**src/rtl/enemy_bullet_pool_pkg.sv**
```systemverilog
// Shared game constants for the enemy bullet pool: coordinate widths, screen limits,
// the player hitbox and the per-channel state encoding.
package enemy_bullet_pool_pkg;
  localparam int N_CH          = 7;
  localparam int X_W           = 10;
  localparam int Y_W           = 9;
  localparam int SPEED         = 4;
  localparam int Y_LIMIT       = 480;
  localparam int PLAYER_Y      = 440;
  localparam int HIT_W         = 32;
  localparam int HIT_H         = 16;
  localparam int LIVES_INIT    = 3;
  localparam int LIVES_W       = 2;
  localparam int INVULN_FRAMES = 30;

  typedef enum logic {
    CH_IDLE   = 1'b0,
    CH_FLIGHT = 1'b1
  } ch_state_e;
endpackage

```
**src/rtl/enemy_bullet_pool_if.sv**
```systemverilog
// Bundle between the formation logic / renderer side (master) and the bullet pool (slave).
interface enemy_bullet_pool_if
  import enemy_bullet_pool_pkg::*;
#(
  parameter int P_N_CH    = N_CH,
  parameter int P_X_W     = X_W,
  parameter int P_Y_W     = Y_W,
  parameter int P_LIVES_W = LIVES_W
) ();
  logic [P_N_CH-1:0]       fire_req;
  logic [P_N_CH*P_X_W-1:0] spawn_x;
  logic [P_N_CH*P_Y_W-1:0] spawn_y;
  logic [P_X_W-1:0]        player_x;
  logic [P_N_CH-1:0]       bullet_active;
  logic [P_N_CH*P_X_W-1:0] bullet_x;
  logic [P_N_CH*P_Y_W-1:0] bullet_y;
  logic                    hit;
  logic                    invuln;
  logic [P_LIVES_W-1:0]    lives;
  logic                    lose;

  modport master (
    output fire_req, spawn_x, spawn_y, player_x,
    input  bullet_active, bullet_x, bullet_y, hit, invuln, lives, lose
  );

  modport slave (
    input  fire_req, spawn_x, spawn_y, player_x,
    output bullet_active, bullet_x, bullet_y, hit, invuln, lives, lose
  );
endinterface

```
**src/rtl/enemy_bullet_pool_bullet_channel.sv**
```systemverilog
// One falling enemy bullet: IDLE/FLIGHT state, position registers, step/retire
// and the hitbox compare against the registered position.
module bullet_channel
  import enemy_bullet_pool_pkg::*;
#(
  parameter int X_W      = enemy_bullet_pool_pkg::X_W,
  parameter int Y_W      = enemy_bullet_pool_pkg::Y_W,
  parameter int SPEED    = enemy_bullet_pool_pkg::SPEED,
  parameter int Y_LIMIT  = enemy_bullet_pool_pkg::Y_LIMIT,
  parameter int PLAYER_Y = enemy_bullet_pool_pkg::PLAYER_Y,
  parameter int HIT_W    = enemy_bullet_pool_pkg::HIT_W,
  parameter int HIT_H    = enemy_bullet_pool_pkg::HIT_H
) (
  input  logic           clk_i,
  input  logic           rst_i,
  input  logic           fire_i,
  input  logic [X_W-1:0] spawn_x_i,
  input  logic [Y_W-1:0] spawn_y_i,
  input  logic [X_W-1:0] player_x_i,
  input  logic           retire_hit_i,
  input  logic           kill_i,
  output logic           active_o,
  output logic [X_W-1:0] x_o,
  output logic [Y_W-1:0] y_o,
  output logic           hit_o
);
  localparam logic [Y_W:0] Y_LIM = (Y_W+1)'(Y_LIMIT);
  localparam logic [Y_W:0] Y_TOP = (Y_W+1)'(PLAYER_Y);
  localparam logic [Y_W:0] Y_BOT = (Y_W+1)'(PLAYER_Y + HIT_H);

  ch_state_e      state_q, state_d;
  logic [X_W-1:0] x_q, x_d;
  logic [Y_W-1:0] y_q, y_d;
  logic [Y_W:0]   y_step;
  logic [X_W:0]   x_right;

  // One extra bit keeps the step and the hitbox right edge from wrapping.
  assign y_step  = {1'b0, y_q} + (Y_W+1)'(SPEED);
  assign x_right = {1'b0, player_x_i} + (X_W+1)'(HIT_W);

  assign hit_o = (state_q == CH_FLIGHT) &&
                 ({1'b0, x_q} >= {1'b0, player_x_i}) && ({1'b0, x_q} < x_right) &&
                 ({1'b0, y_q} >= Y_TOP) && ({1'b0, y_q} < Y_BOT);

  always_comb begin
    state_d = state_q;
    x_d     = x_q;
    y_d     = y_q;
    if (kill_i) begin
      state_d = CH_IDLE;
    end else begin
      case (state_q)
        CH_IDLE: begin
          if (fire_i) begin
            state_d = CH_FLIGHT;
            x_d     = spawn_x_i;
            y_d     = spawn_y_i;
          end
        end
        CH_FLIGHT: begin
          if ((retire_hit_i && hit_o) || (y_step >= Y_LIM)) begin
            state_d = CH_IDLE;
          end else begin
            y_d = y_step[Y_W-1:0];
          end
        end
        default: state_d = CH_IDLE;
      endcase
    end
  end

  always_ff @(posedge clk_i or posedge rst_i) begin
    if (rst_i) begin
      state_q <= CH_IDLE;
      x_q     <= '0;
      y_q     <= '0;
    end else begin
      state_q <= state_d;
      x_q     <= x_d;
      y_q     <= y_d;
    end
  end

  assign active_o = (state_q == CH_FLIGHT);
  assign x_o      = x_q;
  assign y_o      = y_q;
endmodule

```
**src/rtl/enemy_bullet_pool.sv**
```systemverilog
// Enemy bullet pool: N_CH bullet channels plus the lives counter, post-hit
// invulnerability window and sticky lose flag.
module enemy_bullet_pool
  import enemy_bullet_pool_pkg::*;
#(
  parameter int N_CH          = enemy_bullet_pool_pkg::N_CH,
  parameter int X_W           = enemy_bullet_pool_pkg::X_W,
  parameter int Y_W           = enemy_bullet_pool_pkg::Y_W,
  parameter int SPEED         = enemy_bullet_pool_pkg::SPEED,
  parameter int Y_LIMIT       = enemy_bullet_pool_pkg::Y_LIMIT,
  parameter int PLAYER_Y      = enemy_bullet_pool_pkg::PLAYER_Y,
  parameter int HIT_W         = enemy_bullet_pool_pkg::HIT_W,
  parameter int HIT_H         = enemy_bullet_pool_pkg::HIT_H,
  parameter int LIVES_INIT    = enemy_bullet_pool_pkg::LIVES_INIT,
  parameter int LIVES_W       = enemy_bullet_pool_pkg::LIVES_W,
  parameter int INVULN_FRAMES = enemy_bullet_pool_pkg::INVULN_FRAMES
) (
  input  logic                 clk_30hz,
  input  logic                 rst,
  enemy_bullet_pool_if.slave   bus
);
  localparam int INV_W = $clog2(INVULN_FRAMES + 1);

  logic [N_CH-1:0]    active_w;
  logic [N_CH-1:0]    hit_w;
  logic [X_W-1:0]     x_w [N_CH];
  logic [Y_W-1:0]     y_w [N_CH];

  logic               hit_q, hit_d;
  logic [LIVES_W-1:0] lives_q, lives_d;
  logic [INV_W-1:0]   inv_q, inv_d;
  logic               lose_q, lose_d;
  logic               accept, lose_set, kill;

  // A hit only counts outside the invulnerability window and before game over.
  assign accept   = (|hit_w) && (inv_q == '0) && !lose_q;
  assign lose_set = accept && (lives_q == LIVES_W'(1));
  assign kill     = lose_q || lose_set;

  for (genvar g = 0; g < N_CH; g++) begin : g_ch
    bullet_channel #(
      .X_W(X_W), .Y_W(Y_W), .SPEED(SPEED), .Y_LIMIT(Y_LIMIT),
      .PLAYER_Y(PLAYER_Y), .HIT_W(HIT_W), .HIT_H(HIT_H)
    ) u_ch (
      .clk_i       (clk_30hz),
      .rst_i       (rst),
      .fire_i      (bus.fire_req[g]),
      .spawn_x_i   (bus.spawn_x[g*X_W +: X_W]),
      .spawn_y_i   (bus.spawn_y[g*Y_W +: Y_W]),
      .player_x_i  (bus.player_x),
      .retire_hit_i(accept),
      .kill_i      (kill),
      .active_o    (active_w[g]),
      .x_o         (x_w[g]),
      .y_o         (y_w[g]),
      .hit_o       (hit_w[g])
    );
  end

  always_comb begin
    hit_d   = accept;
    lives_d = lives_q;
    lose_d  = lose_q || lose_set;
    inv_d   = inv_q;
    if (accept && (lives_q != '0)) begin
      lives_d = lives_q - LIVES_W'(1);
    end
    if (accept) begin
      inv_d = INV_W'(INVULN_FRAMES);
    end else if (inv_q != '0) begin
      inv_d = inv_q - INV_W'(1);
    end
  end

  always_ff @(posedge clk_30hz or posedge rst) begin
    if (rst) begin
      hit_q   <= 1'b0;
      lives_q <= LIVES_W'(LIVES_INIT);
      inv_q   <= '0;
      lose_q  <= 1'b0;
    end else begin
      hit_q   <= hit_d;
      lives_q <= lives_d;
      inv_q   <= inv_d;
      lose_q  <= lose_d;
    end
  end

  always_comb begin
    bus.bullet_x = '0;
    bus.bullet_y = '0;
    for (int i = 0; i < N_CH; i++) begin
      bus.bullet_x[i*X_W +: X_W] = x_w[i];
      bus.bullet_y[i*Y_W +: Y_W] = y_w[i];
    end
  end

  assign bus.bullet_active = active_w;
  assign bus.hit           = hit_q;
  assign bus.invuln        = (inv_q != '0);
  assign bus.lives         = lives_q;
  assign bus.lose          = lose_q;
endmodule
```
**src/flat_wrapper.sv**
```systemverilog
// flat-port wrapper written by rule: the top's interface ports become plain ports
module enemy_bullet_pool_flat import enemy_bullet_pool_pkg::*;
#(
  parameter int N_CH          = enemy_bullet_pool_pkg::N_CH,
  parameter int X_W           = enemy_bullet_pool_pkg::X_W,
  parameter int Y_W           = enemy_bullet_pool_pkg::Y_W,
  parameter int SPEED         = enemy_bullet_pool_pkg::SPEED,
  parameter int Y_LIMIT       = enemy_bullet_pool_pkg::Y_LIMIT,
  parameter int PLAYER_Y      = enemy_bullet_pool_pkg::PLAYER_Y,
  parameter int HIT_W         = enemy_bullet_pool_pkg::HIT_W,
  parameter int HIT_H         = enemy_bullet_pool_pkg::HIT_H,
  parameter int LIVES_INIT    = enemy_bullet_pool_pkg::LIVES_INIT,
  parameter int LIVES_W       = enemy_bullet_pool_pkg::LIVES_W,
  parameter int INVULN_FRAMES = enemy_bullet_pool_pkg::INVULN_FRAMES
)
  (clk_30hz, rst, bus_fire_req, bus_spawn_x, bus_spawn_y, bus_player_x, bus_bullet_active, bus_bullet_x, bus_bullet_y, bus_hit, bus_invuln, bus_lives, bus_lose);
  enemy_bullet_pool_if bus_i ();
  input  logic clk_30hz;
  input  logic rst;
  input wire logic [$bits(bus_i.fire_req)-1:0] bus_fire_req;
  input wire logic [$bits(bus_i.spawn_x)-1:0] bus_spawn_x;
  input wire logic [$bits(bus_i.spawn_y)-1:0] bus_spawn_y;
  input wire logic [$bits(bus_i.player_x)-1:0] bus_player_x;
  output wire logic [$bits(bus_i.bullet_active)-1:0] bus_bullet_active;
  output wire logic [$bits(bus_i.bullet_x)-1:0] bus_bullet_x;
  output wire logic [$bits(bus_i.bullet_y)-1:0] bus_bullet_y;
  output wire logic [$bits(bus_i.hit)-1:0] bus_hit;
  output wire logic [$bits(bus_i.invuln)-1:0] bus_invuln;
  output wire logic [$bits(bus_i.lives)-1:0] bus_lives;
  output wire logic [$bits(bus_i.lose)-1:0] bus_lose;
  assign bus_i.fire_req = bus_fire_req;
  assign bus_i.spawn_x = bus_spawn_x;
  assign bus_i.spawn_y = bus_spawn_y;
  assign bus_i.player_x = bus_player_x;
  assign bus_bullet_active = bus_i.bullet_active;
  assign bus_bullet_x = bus_i.bullet_x;
  assign bus_bullet_y = bus_i.bullet_y;
  assign bus_hit = bus_i.hit;
  assign bus_invuln = bus_i.invuln;
  assign bus_lives = bus_i.lives;
  assign bus_lose = bus_i.lose;
  enemy_bullet_pool #(.N_CH(N_CH), .X_W(X_W), .Y_W(Y_W), .SPEED(SPEED), .Y_LIMIT(Y_LIMIT), .PLAYER_Y(PLAYER_Y), .HIT_W(HIT_W), .HIT_H(HIT_H), .LIVES_INIT(LIVES_INIT), .LIVES_W(LIVES_W), .INVULN_FRAMES(INVULN_FRAMES)) u_core (.clk_30hz(clk_30hz), .rst(rst), .bus(bus_i));
endmodule
```
**config.mk**
```make
export PLATFORM = sky130hd
export DESIGN_NAME = enemy_bullet_pool_flat
export DESIGN_NICKNAME = d
export VERILOG_FILES = /design/src/rtl/enemy_bullet_pool_pkg.sv /design/src/rtl/enemy_bullet_pool_if.sv /design/src/rtl/enemy_bullet_pool_bullet_channel.sv /design/src/rtl/enemy_bullet_pool.sv /design/src/flat_wrapper.sv
export SDC_FILE = /design/constraint.sdc
export NUM_CORES = 1
export LEC_CHECK = 0
export BUFFER_PORTS_ARGS = -buffer_cell sky130_fd_sc_hd__buf_4
export CAP_MARGIN = 15
export CORE_MARGIN = 2
export CORE_UTILIZATION = 54
export CTS_CLUSTER_DIAMETER = 60
export CTS_CLUSTER_SIZE = 25
export DETAILED_ROUTE_END_ITERATION = 12
export PLACE_DENSITY_LB_ADDON = 0.05
export RECOVER_POWER = 25
export SLEW_MARGIN = 15
export SYNTH_ARGS = -nofsm -noshare
export SYNTH_HDL_FRONTEND = slang
export SYNTH_SLANG_ARGS = --single-unit
```
**constraint.sdc**
```tcl
create_clock -name clk_30hz -period 5.94 [get_ports clk_30hz]
set_input_delay 0.594 -clock clk_30hz [delete_from_list [all_inputs] [get_ports clk_30hz]]
set_output_delay 0.594 -clock clk_30hz [all_outputs]
set_load 0.03 [all_outputs]
```
==> results of run 1 <==
==> cells by family after synthesis <==
| family | share of synthesized area |
|---|---|
| AOI/OAI and AO/OA | 0.192 |
| xor gates and xnor gates | 0.00926 |
| adders and majority gates | 0.140 |
| buffers and inverters | 0.0456 |
| DFF | 0.354 |
| muxes | 0.115 |
| and+or+nand+nor | 0.145 |
==> sequential cells by signal (all words and copies together), names as in the netlist <==
| name | cells |
|---|---|
| u_core.bus.hit | 1 |
| u_core.inv_q | 5 |
| u_core.g_ch.u_ch.x_o | 70 |
| u_core.g_ch.u_ch.y_o | 63 |
| u_core.bus.lose | 1 |
| u_core.bus.lives | 2 |
| u_core.g_ch.u_ch.active_o | 7 |
==> final cells by class <==
cell class              count  area, sq um  share of cell area
multi-input cells         772         6330               0.474
well taps                 265          332              0.0248
repair buffers            301         2180               0.163
flip-flops and latches    149         3730               0.279
inverters                  56          211              0.0158
clock inverters             7         71.3             0.00533
clock buffers              25          505              0.0378
==> metrics by stage <==
stage,setup WS (ns),instance area [sq um]
final,1.43,13400
after floorplan,1.34,10500
after global routing,1.09,13400
after global placement,1.13,12900
after CTS,1.45,13400
after detailed placement,1.00,12900
==> critical path: stages <==
cell and delay, ns:
buf_4 0.17, ha_1 0.20, nand3_1 0.10, xnor2_1 0.65, ha_1 0.33, nor3_1 0.06, a221oi_1 0.37, a21oi_1 0.19
nor2_1 0.32, a31o_2 0.58, nand3b_1 0.72, mux2_2 0.52
==> per-layer routing <==
metal	part of all wire	up-vias	track usage
li1	-	4464	-
met1	0.44	4511	0.403
met2	0.48	354	0.486
met3	0.069	41	0.0573
met4	0.017	0	0.0800
met5	0	-	0
==> cell usage in the layout, fill, tap and decap left out, types with 21 or more instances in the layout <==
cell type / Yosys / layout
a21oi_1: 45 / 45
a2bb2oi_1: 25 / 25
buf_4: 11 / 280
clkbuf_1: 24 / 23
dfrtp_1: 147 / 146
ha_1: 116 / 116
inv_1: 56 / 55
mux2_2: 59 / 59
mux2_4: 30 / 30
nand2_1: 61 / 61
nand3_1: 52 / 52
nor2_1: 33 / 33
nor3_1: 21 / 21
o21ai_0: 41 / 41
==> final timing paths <==
path                                            startpoint                          to  slack, ns  cells past startpoint
worst max-delay path                       bus_player_x[5]  u_core.g_ch[1].u_ch.x_o[0]       1.43                     12
worst min-delay path                       bus_spawn_x[29]  u_core.g_ch[2].u_ch.x_o[9]       0.38                      2
worst max register to register  u_core.g_ch[2].u_ch.x_o[8]  u_core.g_ch[1].u_ch.x_o[0]       1.68                     10
worst min register to register             u_core.inv_q[4]             u_core.inv_q[4]       0.51                      1
max in group asynchronous                              rst             u_core.bus.lose       2.34                      3
min in group asynchronous                              rst  u_core.g_ch[3].u_ch.y_o[7]       1.41                      2
==> power by group through the flow <==
stage | clock (uW) | sequential, uW | combinational, uW
after global routing | 1130 | 2490 | 5170
after floorplan | 0 | 2980 | 2610
after global placement | 0 | 2380 | 4670
after detailed placement | 0 | 2390 | 4780
after CTS | 1080 | 2380 | 4800
final | 1070 | 2400 | 4750
==> run_results.csv, run 1 <==
group,metric,value,unit
final_layout,area_growth,26.9,%
pwr,seqPwrFrac,0.292,
logic_synthesis,synth-warning-count,0,
placed_design,port_buffers,296,
logic_synthesis,synth_area_leaders,"dfrtp_1, ha_1, mux2_2, mux2_4, nand3_1",
pwr,p_int,4260,uW
pwr,fin_total_pwr,8220,uW
global_routing,grt_overflow,0,
floorplan,dieHeight,144,microns
critical_path,endpoint_kind,"flip-flop",
run_status,violations,"max-capacitance violations, max-slew violations",
pwr,power_switching,3960,uW
drt,drt_iter0_markers,574,
critical_path,start_kind,"input port",
logic_synthesis,yosysSeqAreaShare,0.354,
global_routing,gr-usage-all-layers,0.296,
clock_network,cts.sinks,149,
drt,drcViolationCount,0,
critical_path,worstPathArrival,4.82,ns
pwr,p_sw_frac,0.482,
sta,fin_hold_ws,0.379,ns
logic_synthesis,synth_top_cells_by_count,"dfrtp_1, ha_1, nand2_1",
logic_synthesis,synth_seq_cells,149,
logic_synthesis,async_reset_ff_frac,1.00,
final_layout,drive_gt1_frac,0.328,
drt,vias,9370,
critical_path,cp.required,6.25,ns
global_routing,grt_max_degree,92,
floorplan,start_util,0.547,
clock_network,cts_buffer_depth,2,
floorplan,row_count,51,
final_layout,stdcell_count,1575,
drt,routedWlPerCell,19.5,microns
floorplan,io_pins,297,
clock_network,cts_buffers,17,
clock_network,cts_setup_buffers,0,
global_routing,grt_pass1_vias,8888,
logic_synthesis,synth-edff-count,0,
logic_synthesis,synth_top_area_frac,0.349,
drt,viasPerCell,5.95,
sta,timing.fmax,222,MHz
clock_network,cts_htree_levels,4,
logic_synthesis,syn-mean-instance-area,10.3,sq um
sta,period_share,0.759,
final_layout,nNetsFinal,1565,
clock_network,postCtsHoldBufs,0,
sta,slew_violations,92,
logic_synthesis,syn_inst,1023,
logic_synthesis,synth_flop_cell,"dfrtp_1",
drt,ant_nets,0,
min_path,hp-class,"input port to flip-flop",
drt,finalWirelength,30700,microns
sta,skew,0.0166,ns
sta,final.setup.tns,0,ns
pwr,power.density,615,mW/mm^2
pwr,vdd_drop_max,0.315,mV
sta,worst_pin_slew,4.13,ns
final_layout,antenna_cells,0,
floorplan,fp.dieW,144,microns
critical_path,crit_type,"input port to flip-flop",
pwr,combPwrFrac,0.578,
clock_network,clockRootBuffer,"clkbuf_16",
final_layout,fin_util,0.694,
sta,finalSetupViolCount,0,
final_layout,final.fill_count,1549,
logic_synthesis,yosys.area.top_type,"dfrtp_1",
placed_design,dpl.cell_count,1543,
placed_design,hpwl,22900,microns
logic_synthesis,synth_nets,1291,
global_routing,grt_pass1_wl,47500,microns
logic_synthesis,synth_most_common_cell,"dfrtp_1",
flow_run,maxCapViolCount,1,
drt,drtPass1Iterations,8,
critical_path,cp_max_fo,26,
global_routing,antenna_found_initial,0,
clock_network,tritoncts,"done",
clock_network,cts_resized,0,
sta,rsz0062_at_grt,"false",
sta,slew_headroom,-1.77,
sta,period_minus_slack,4.51,ns
floorplan,dieArea,0.0206,sq mm
logic_synthesis,syn_area,0.0105,sq mm
pwr,pwr-share-clk,0.131,
pwr,p_leak,0.00625,uW
sta,hold_violations,0,
floorplan,core,0.0193,sq mm
clock_network,clk_pin_slew,0.07,ns
clock_network,insertion_delay,0.44,ns
run_status,outcome,"complete, but fails checks",
placed_design,routabilityCongestion,0.910,
logic_synthesis,yosysUniqueCellTypes,76,
No activity file was read; power rests on OpenSTA's default activity.
==> inputs of run 2 (changes only) <==
Settings changed: CORE_UTILIZATION 54 to 48.
Clock period 5.94 ns to 3.9 ns, I/O delays scaled along.
==> run 2 against run 1 <==
  * Wire length increased by 2.0%
  * Sequential share of layout area decreased by 0.95 points
  * The flow still finishes with violations (max-capacitance violations, max-slew violations)
  * Total power increased by 57%
  * Critical path type is now flip-flop to flip-flop
  * Global-route usage decreased by 2.8 points
  * Non-clock buffer count increased by 36
  * Worst hold slack got worse by 0.19 ns
  * Largest cell class unchanged
  * Design area increased by 3.5%
==> run_results.csv, run 2 (same netlist as run 1, synthesis figures left out) <==
group,metric,value,unit
final_layout,area_growth,31.4,%
pwr,fin_total_pwr,12900,uW
final_layout,nNetsFinal,1601,
final_layout,drive_gt1_frac,0.352,
clock_network,clk_pin_slew,0.07,ns
critical_path,start_kind,"flip-flop",
critical_path,endpoint_kind,"flip-flop",
drt,vias,9396,
pwr,p_leak,0.00651,uW
clock_network,cts_buffer_depth,2,
final_layout,fin_util,0.638,
pwr,power.density,934,mW/mm^2
placed_design,port_buffers,296,
final_layout,antenna_cells,0,
floorplan,core,0.0217,sq mm
placed_design,placed_area,0.0132,sq mm
drt,ant_nets,0,
run_status,violations,"max-capacitance violations, max-slew violations",
min_path,holdPathStages,2,
floorplan,dieArea,0.0231,sq mm
drt,viasPerCell,5.78,
floorplan,fp.dieW,152,microns
clock_network,cts_buffers,17,
floorplan,row_count,54,
sta,rsz0062_at_grt,"false",
sta,finalSetupViolCount,0,
floorplan,start_util,0.486,
clock_network,insertion_delay,0.43,ns
sta,period_minus_slack,3.68,ns
clock_network,tritoncts,"done",
min_path,hp-class,"input port to flip-flop",
global_routing,gr-usage-all-layers,0.268,
drt,drcViolationCount,0,
critical_path,cp_max_fo,12,
global_routing,grt_overflow,0,
critical_path,timing.rr.start,"u_core.g_ch[6].u_ch.x_o[6]",
global_routing,grt_pass1_vias,9158,
min_path,hp-start,"bus_spawn_y[37]",
clock_network,cts_htree_levels,4,
critical_path,rr_worst_depth,10,
run_status,outcome,"complete, but fails checks",
floorplan,dieHeight,152,microns
placed_design,routabilityCongestion,0.874,
final_layout,layout_commonest_cell,"buf_4",
global_routing,antenna_found_initial,0,
floorplan,io_pins,297,
global_routing,grt_pass1_wl,50000,microns
sta,slew_headroom,-0.444,
sta,hold_violations,0,
final_layout,final_area,0.0138,sq mm
critical_path,r2r_setup_slack,0.22,ns
final_layout,final_cell_mix,"buf_4, dfrtp_1, ha_1, nand2_1, mux2_2",
sta,worst_pin_slew,2.17,ns
drt,drtPass1Iterations,5,
critical_path,crit_type,"flip-flop to flip-flop",
final_layout,final.fill_count,1829,
drt,drt_iter0_markers,624,
drt,finalWirelength,31300,microns
drt,routedWlPerCell,19.2,microns
critical_path,worstPathArrival,3.98,ns
flow_run,maxCapViolCount,1,
global_routing,grt_max_degree,87,
placed_design,hpwl,24200,microns
critical_path,r2r-end,"u_core.g_ch[3].u_ch.x_o[8]",
final_layout,largest_reg_flops,70,
min_path,min_to,"u_core.g_ch[4].u_ch.y_o[1]",
critical_path,cp.required,4.21,ns
clock_network,clockRootBuffer,"clkbuf_16",
sta,timing.fmax,272,MHz
clock_network,cts.sinks,149,
pwr,vdd_drop_max,0.525,mV
sta,skew,0.0168,ns
sta,period_share,0.942,
sta,slew_violations,87,
-- run 2: changes by cell type in the layout (fill, tap and decap cells not counted), sizes merged --
cell / delta
clkbuf: -11
buf: +41
clkinv: +2
dlygate4sd3: +1
bufinv: +4
clkinvlp: -1
-- run 2: worst max-delay path by stage --
stage	from	endpoint	slack, ns	depth (start not counted)
after global routing	u_core.g_ch[6].u_ch.x_o[6]	u_core.g_ch[6].u_ch.x_o[4]	0.006	10
final	u_core.g_ch[6].u_ch.x_o[6]	u_core.g_ch[3].u_ch.x_o[8]	0.22	10
after global placement	bus_player_x[5]	u_core.g_ch[6].u_ch.x_o[4]	0.06	13
after CTS	u_core.g_ch[0].u_ch.y_o[6]	u_core.g_ch[3].u_ch.x_o[8]	0.24	9
after floorplan	bus_player_x[5]	u_core.g_ch[1].u_ch.x_o[0]	0.40	14
after detailed placement	bus_player_x[5]	u_core.g_ch[3].u_ch.x_o[8]	-0.1	13
-- run 2: area by class of cell --
cell class	count	area, sq um	area share
Sequential cell	149	3730	0.270
Clock buffer	20	457	0.0330
Timing Repair Buffer	337	2560	0.185
Inverter	56	211	0.0153
Tap cell	280	350	0.0253
Multi-Input combinational cell	772	6330	0.458
Clock inverter	12	201	0.0146
-- run 2: layer usage --
metal	vias up	routed length [microns]	global-route usage
met5	-	0	0
met4	0	582	0.0694
met3	40	2070	0.0512
met2	367	14400	0.425
met1	4444	14300	0.381
li1	4545	-	-
-- run 2: where the power goes --
part           internal (uW)  total (uW)  leakage [uW]  switching, uW
sequential              2350        3570       0.00173           1220
clock                   1170        1850      0.000317            674
combinational           3380        7520       0.00447           4140
total                   6900       12900       0.00651           6030
-- run 2: critical path, stage by stage, from the launching register on --
cell and delay [ns]:
dfrtp_1 0.44, ha_1 0.26, nor4_1 0.33, nand2_1 0.12, o22a_1 0.21, maj3_1 0.39
a311oi_1 0.38, nor2_1 0.18, a31oi_4 0.49, or3_4 0.38, mux2_2 0.37
-- run 2: repair_timing --
item	4_1_cts	5_1_grt
buffers inserted	0	0
hold buffers	1	0
hold endpoints to repair	12	0
gates resized for setup	0	0
-- run 2: per-stage QoR --
step | cells | setup TNS (ns) | setup slack [ns] | hold WS, ns
floorplan | 1023 | 0 | 0.397 | 0.466
global placement | 1593 | 0 | 0.0572 | 0.377
detailed placement | 1593 | -1.95 | -0.0957 | 0.379
CTS | 1626 | 0 | 0.237 | 0.172
global route | 1626 | 0 | 0.00564 | 0.182
finish | 1626 | 0 | 0.225 | 0.184
==> inputs of run 3 (changes only) <==
Settings changed: CORE_MARGIN 2 to default.
==> run 3 against run 2 <==
  * The run now ends clean
  * Clock power fell by 3%
  * Via count grew 1.1%
  * Critical path type unchanged
  * Wire length fell by 1.2%
  * Fmax increased by 0.57%
  * Combinational power rose by 1%
  * Largest cell class unchanged
  * Total power decreased by 0.27%
==> run_results.csv, run 3 (same netlist as run 1, synthesis figures left out) <==
group,metric,value,unit
run_status,outcome,"completed",
drt,routedWlPerCell,19.0,microns
clock_network,clockRootBuffer,"clkbuf_16",
final_layout,largest_reg_flops,70,
sta,timing.fmax,274,MHz
placed_design,hpwl,23700,microns
final_layout,layout_commonest_cell,"buf_4",
placed_design,dpl.cell_count,1595,
drt,drcViolationCount,0,
drt,viasPerCell,5.84,
global_routing,antenna_found_initial,0,
min_path,holdPathStages,2,
global_routing,grt_max_degree,95,
floorplan,io_pins,297,
clock_network,cts.sinks,149,
final_layout,antenna_cells,0,
sta,fin_hold_ws,0.182,ns
sta,period_share,0.937,
floorplan,core,0.0213,sq mm
global_routing,grt_pass1_wl,48900,microns
sta,skew,0.0118,ns
pwr,power.density,935,mW/mm^2
clock_network,insertion_delay,0.43,ns
critical_path,start_kind,"flip-flop",
clock_network,cts_buffers,17,
sta,rsz0062_at_grt,"false",
floorplan,dieArea,0.0225,sq mm
drt,vias,9500,
global_routing,grt_overflow,0,
global_routing,grt_pass1_vias,9246,
placed_design,port_buffers,296,
final_layout,stdcell_count,1628,
critical_path,endpoint_kind,"flip-flop",
floorplan,fp.dieW,150,microns
pwr,p_leak,0.00649,uW
min_path,hp-class,"input port to flip-flop",
critical_path,worstPathArrival,3.97,ns
sta,hold_violations,0,
flow_run,maxCapViolCount,0,
sta,slew_headroom,0.511,
clock_network,tritoncts,"done",
critical_path,rr_worst_depth,11,
critical_path,crit_type,"flip-flop to flip-flop",
final_layout,area_growth,30.9,%
floorplan,row_count,53,
sta,finalSetupViolCount,0,
pwr,fin_total_pwr,12900,uW
clock_network,cts_htree_levels,4,
floorplan,start_util,0.495,
drt,finalWirelength,30900,microns
sta,slew_violations,0,
critical_path,cp_max_fo,30,
final_layout,final_cell_mix,"buf_4, dfrtp_1, ha_1, nand2_1, mux2_2",
drt,drt_iter0_markers,497,
sta,worst_pin_slew,0.730,ns
final_layout,drive_gt1_frac,0.353,
drt,drtPass1Iterations,4,
final_layout,nNetsFinal,1608,
critical_path,cp.required,4.21,ns
global_routing,gr-usage-all-layers,0.280,
floorplan,dieHeight,150,microns
sta,period_minus_slack,3.65,ns
pwr,vdd_drop_max,0.515,mV
clock_network,clk_pin_slew,0.07,ns
sta,final.setup.tns,0,ns
drt,ant_nets,0,
placed_design,routabilityCongestion,0.877,
clock_network,cts_buffer_depth,2,
## run 3: cell types whose count changed in the layout (fill, tap and decap cells not counted)
cell        before  now
buf_12           6    2
buf_4          315  323
bufinv_16        5    4
clkbuf_1        14   18
clkbuf_2         1    0
clkbuf_8         2    0
clkinv_2         2    1
clkinv_4         2    1
clkinvlp_4       2    4
inv_6            1    4
## run 3: worst max-delay path, stage by stage, from the launching register on
cell and delay [ns]:
dfrtp_1 0.44, ha_1 0.35, nand2b_1 0.18, a211oi_1 0.24, nor2_1 0.10, a2111oi_0 0.62
a2111oi_2 0.13, nor4_4 0.31, a31oi_4 0.23, buf_4 0.35, nor3_4 0.23, mux2_2 0.34
## run 3: timing repair
item	in CTS	in global routing
hold buffers	1	0
buffers inserted	0	0
hold endpoints to repair	11	0
resized for setup	0	0
## run 3: per-layer routing
layer | up-vias | part of all wire | GRT usage
li1 | 4544 | - | -
met2 | 361 | 0.48 | 0.462
met3 | 40 | 0.066 | 0.0455
met5 | - | 0 | 0
met4 | 0 | 0.019 | 0.0859
met1 | 4555 | 0.43 | 0.375
## run 3: metrics by stage
step / worst slack (ns) / utilization / instance area, sq um
global placement: -0.0557 / 0.621 / 13200
CTS: 0.241 / 0.651 / 13900
floorplan: 0.397 / - / 10500
finish: 0.246 / 0.648 / 13800
detailed placement: -0.0975 / 0.621 / 13200
global route: 0.0261 / 0.648 / 13800
## run 3: worst paths after layout
kind / slack, ns / endpoint / from
max reg2reg: 0.25 / u_core.g_ch[0].u_ch.y_o[3] / u_core.g_ch[4].u_ch.x_o[5]
min: 0.18 / u_core.g_ch[2].u_ch.x_o[2] / bus_spawn_x[22]
min reg2reg: 0.50 / u_core.inv_q[4] / u_core.inv_q[4]
max in group asynchronous: 2.39 / u_core.g_ch[5].u_ch.x_o[9] / rst
min in group asynchronous: 0.56 / u_core.g_ch[6].u_ch.x_o[2] / rst
max: 0.25 / u_core.g_ch[0].u_ch.y_o[3] / u_core.g_ch[4].u_ch.x_o[5]
## run 3: layout make-up
type,count,area [sq um]
clock inverters,14,199
flip-flops and latches,149,3730
fillers,1797,7490
inverters,56,211
repair buffers,344,2550
well taps,275,344
multi-input cells,772,6330
clock buffers,18,429
## run 3: report_power, final
| group | total (uW) | switching [uW] | internal [uW] | leakage [uW] |
|---|---|---|---|---|
| registers | 3490 | 1140 | 2350 | 0.00173 |
| logic | 7610 | 4220 | 3390 | 0.00447 |
| clock network | 1800 | 720 | 1080 | 0.000294 |
| total | 12900 | 6080 | 6810 | 0.00649 |
